File: config.mk
export PLATFORM = sky130hd
export DESIGN_NAME = reg_load_arbiter
export DESIGN_NICKNAME = d
export VERILOG_FILES = /design/src/rtl/reg_load_arbiter.sv
export SDC_FILE = /design/constraint.sdc
export NUM_CORES = 1
export LEC_CHECK = 0
export ABC_AREA = 1
export CORE_ASPECT_RATIO = 1.1
export CORE_MARGIN = 10
export CORE_UTILIZATION = 44
export CTS_CLUSTER_SIZE = 30
export DETAILED_ROUTE_END_ITERATION = 7
export GPL_TIMING_DRIVEN = 1
export PLACE_DENSITY_LB_ADDON = 0.25
export SLEW_MARGIN = 20
export SYNTH_ARGS = -nofsm -noshare
export SYNTH_HDL_FRONTEND = slang
export SYNTH_SLANG_ARGS = --single-unit
File: constraint.sdc
create_clock -name clk -period 4.3 [get_ports clk]
set_clock_uncertainty 0.05 [all_clocks]
set_input_delay 0.645 -clock clk [delete_from_list [all_inputs] [get_ports clk]]
set_output_delay 0.645 -clock clk [all_outputs]
set_load 0.01 [all_outputs]
File: src/rtl/reg_load_arbiter.sv
// Round-robin write arbiter that owns a shared W-bit register, with a post-write hold window.
// Optional macro ARB_FIXED_PRIO_EN: fixed priority (lowest index wins), ptr frozen at 0.
module reg_load_arbiter #(
  parameter  int NREQ     = 4,
  parameter  int W        = 8,
  parameter  int HOLD_CYC = 2,
  localparam int IDW      = $clog2(NREQ)
) (
  input  logic              clk,
  input  logic              rst,
  input  logic [NREQ-1:0]   req,
  input  logic [NREQ*W-1:0] din,
  output logic [NREQ-1:0]   gnt,
  output logic              load_o,
  output logic [W-1:0]      q,
  output logic              busy,
  output logic [IDW-1:0]    last_id
);

  typedef enum logic [1:0] {
    IDLE  = 2'd0,
    GRANT = 2'd1,
    HOLD  = 2'd2
  } state_t;

  state_t         state;
  logic [IDW-1:0] ptr;
  logic [3:0]     hold_cnt;

  logic [IDW-1:0] winner;
  logic           any_req;
  logic [IDW-1:0] idx;
  int             sum;
  logic [W-1:0]   sel_data;

  // Scan starting at ptr; with ptr frozen at 0 the same scan is fixed priority.
  always_comb begin
    winner  = '0;
    any_req = 1'b0;
    sum     = 0;
    idx     = '0;
    for (int i = 0; i < NREQ; i++) begin
      sum = int'(ptr) + i;
      if (sum >= NREQ) sum = sum - NREQ;
      idx = IDW'(sum);
      if (!any_req && req[idx]) begin
        any_req = 1'b1;
        winner  = idx;
      end
    end
  end

  always_comb begin
    sel_data = '0;
    for (int i = 0; i < NREQ; i++) begin
      if (last_id == IDW'(i)) sel_data = din[i*W +: W];
    end
  end

  assign load_o = (state == GRANT);
  assign busy   = (state != IDLE);

  // NOTE: all state is updated with non-blocking assignments so every register
  // samples the pre-edge values; blocking here would create ordering-dependent logic.
  always_ff @(posedge clk) begin
    if (rst) begin
      state    <= IDLE;
      gnt      <= '0;
      q        <= '0;
      last_id  <= '0;
      ptr      <= '0;
      hold_cnt <= '0;
    end else begin
      case (state)
        IDLE: begin
          if (any_req) begin
            gnt     <= {{(NREQ-1){1'b0}}, 1'b1} << winner;
            last_id <= winner;
            state   <= GRANT;
          end else begin
            gnt <= '0;
          end
        end
        GRANT: begin
          q   <= sel_data;
          gnt <= '0;
`ifndef ARB_FIXED_PRIO_EN
          ptr <= (int'(last_id) == NREQ-1) ? '0 : last_id + 1'b1;
`endif
          if (HOLD_CYC > 0) begin
            state    <= HOLD;
            hold_cnt <= 4'(HOLD_CYC);
          end else begin
            state <= IDLE;
          end
        end
        HOLD: begin
          // Requests arriving here are deliberately dropped, not queued.
          gnt      <= '0;
          hold_cnt <= hold_cnt - 4'd1;
          if (hold_cnt == 4'd1) state <= IDLE;
        end
        default: begin
          state <= IDLE;
          gnt   <= '0;
        end
      endcase
    end
  end

endmodule
==> summary.md <==
| Metric | Value |
|---|---|
| Outcome | complete, no violations |
| DIE WIDTH | 76.2 um |
| Ports | 54 |
| Fin crit share | 0.556 |
| Ys async rst share | 0 |
| DR WL/cell | 12.1 um |
| Synthesis Warnings | 0 |
| Setup_tns | 0 ps |
| Synth Register Bits | 22 |
| Maxcap violations | 0 |
| GRT Total Usage | 0.129 |
| Register area | 440 um2 |
| Hold Fails Final Rpt | 0 |
| IR drop worst, VDD | about 360 uV |
| Fillers | 315 |
| PwrDens | roughly 680 nW/um2 |
| Drt first pass iters | 4 |
| Largest area contributor in the netlist | dfxtp_1 |
| Setup Fix Bufs, Post-CTS | 0 |
| Critical path peak fanout | 10 |
| Unrepaired setup endpoints after global routing | false |
| CP arrival | about 1700 ps |
| Hold Crit Class | flop to flop |
| CTS resizes | 0 |
| Fmax | about 0.42 GHz |
| Area delta synth->final | 39.0% |
| Initial core utilization | 0.458 |
| Final-report max-slew violation count | 0 |
| Most common cell in the netlist | nand2_1 |
| Seq/Total Area, Yosys | 0.289 |
| Vias | roughly 1,500 |
| Die area | just over 6000 um2 |
| Initial DRC Count | 47 |
| Synth Flop Type | dfxtp_1 |
| WL final | around 3800 um |
| Mapped cell area | roughly 1500 um2 |
| Cell row count | 22 |
| Initial antenna violation count | 0 |
| Total grt overflow | 0 |
| Setup CP Type | flop to output pin |
| Share of cells above drive strength 1 | 0.115 |
| Required @ worst endpoint | between 3000 and 4000 ps |
| Detail Route Antenna Nets | 0 |
| Final Cell Area | 2120 um2 |
| Reg clk slew, reported paths | approximately 120 ps |
| TritonCTS Sinks | 22 |
| Nets | around 320 |
| Die height | 81.8 um |
| Avg Synthesized Cell Area | 6.97 um2 |
| Worst skew pair latency | roughly 310 ps |
| Post-Syn Nets | 267 |
| Crit end category | output pin |
| Total CTS buffers | 3 |
| Detail Placement HPWL | approximately 3200 um |
| Core area | roughly 3300 um2 |
| Vias in the first global route | 1,437 |
| First-pass GRT wire length | 6850 um |
| Post-synth top cells | nand2_1, a21oi_1, dfxtp_1, inv_1, o21ai_0 |
| Placed cell area | 2090 um2 |
| Root buffer cell | clkbuf_4 |
| RePlAce Congestion | 0.831 |
| Longest Clk Path Bufs | 2 |
| Placed insts | 314 |
| Vias/cell | 4.71 |
| CTS tree | done |
| Port buffer count | 53 |
| Relative slew slack | 0.658 |
| Htree depth | 1 |
| Final worst path period need | 2390 ps |
| Drc violations | 0 |
| Crit start category | flop |
| Area of the multi-input gates | around 950 um2 |
| Total power | 1440 uW |
| Final Non-Filler Cells | 318 |
| Leak pwr | about 0.00096 uW |
| Distinct cells, synth | 30 |
| ANT cells | 0 |
| Yosys top cell area share | 0.289 |
| Top cells by area, synth | dfxtp_1, nand2_1, ha_1, a21oi_1, o21ai_0 |
| Number of synthesized flops with an enable pin | 0 |
| Post-CTS Hold Buffers | 0 |
| Cells after synthesis | 219 |
| Worst slew pin tran | roughly 510 ps |
| Pin count of the biggest net entering global routing | 17 |
| Final setup viols | 0 |
## worst paths after layout
kind / startpoint / to / slack (ps) / cells after the start
worst min register to register: hold_cnt[1] / hold_cnt[1] / 450 / 2
worst min-delay path: hold_cnt[1] / hold_cnt[1] / 450 / 2
worst max register to register: last_id[1] / q[0] / 2410 / 7
worst max-delay path: state[1] / load_o / 1910 / 3
## cells by family (layout without fill, tap and decap cells)
logic type                 after synthesis  after routing  share of synthesized area
AOI/OAI and AO/OA                       54             54                      0.195
buffers and inverters                   31             82                     0.0869
and+or+nand+nor                        102            102                      0.348
DFF                                     22             22                      0.289
adders and majority gates               10             10                     0.0820
## layout by cell type (no fill, tap or decap), drive strengths merged
cell type,instances
clkbuf,4
a211oi,1
o21ai,21
a21oi,23
nand2,65
a31oi,1
nand4,1
and2,1
inv,24
ha,10
dfxtp,22
nor3,2
nand3b,1
and3,1
a22oi,8
clkinv,1
nand3,11
nor2,20
clkdlybuf4s50,53
## sequential cells by signal (all words and copies together), names as in the netlist
signal    flops
gnt           4
hold_cnt      4
last_id       2
ptr           2
q             8
state         2
## layer usage
layer	wire, um	share of wire	GRT usage	vias up
met1	2050	0.53	0.179	629
met2	1630	0.42	0.201	46
met4	30	0.0078	0.0390	0
li1	-	-	-	819
met3	138	0.036	0.0229	4
met5	0	0	0	-
## where the power goes
group / internal [uW] / total (uW) / switching, uW
Combinational: 410 / 977 / 567
Clock: 51.7 / 113 / 61.3
Sequential: 288 / 352 / 63.3
Total: 750 / 1440 / 691
## critical path: stages, from the launching register on
cell and delay (ps):
dfxtp_1 340, inv_1 100, ha_1 340, clkdlybuf4s50_1 610
## layout make-up
class,count,area share
multi-input combinational,166,0.449
tap,48,0.0283
inverter,25,0.0478
timing repair buffer,53,0.250
clock buffer,4,0.0171
sequential,22,0.208
## per-stage QoR
stage / utilization / setup WS (ps) / hold slack (ps)
6_report: 0.637 / 1910 / 450
5_1_grt: 0.637 / 1780 / 475
4_1_cts: 0.637 / 1900 / 452
3_5_place_dp: 0.626 / 2150 / 436
3_3_place_gp: 0.626 / 2180 / 429
2_1_floorplan: - / 2660 / 401
Note: power is estimated with default switching activity, not from simulation.
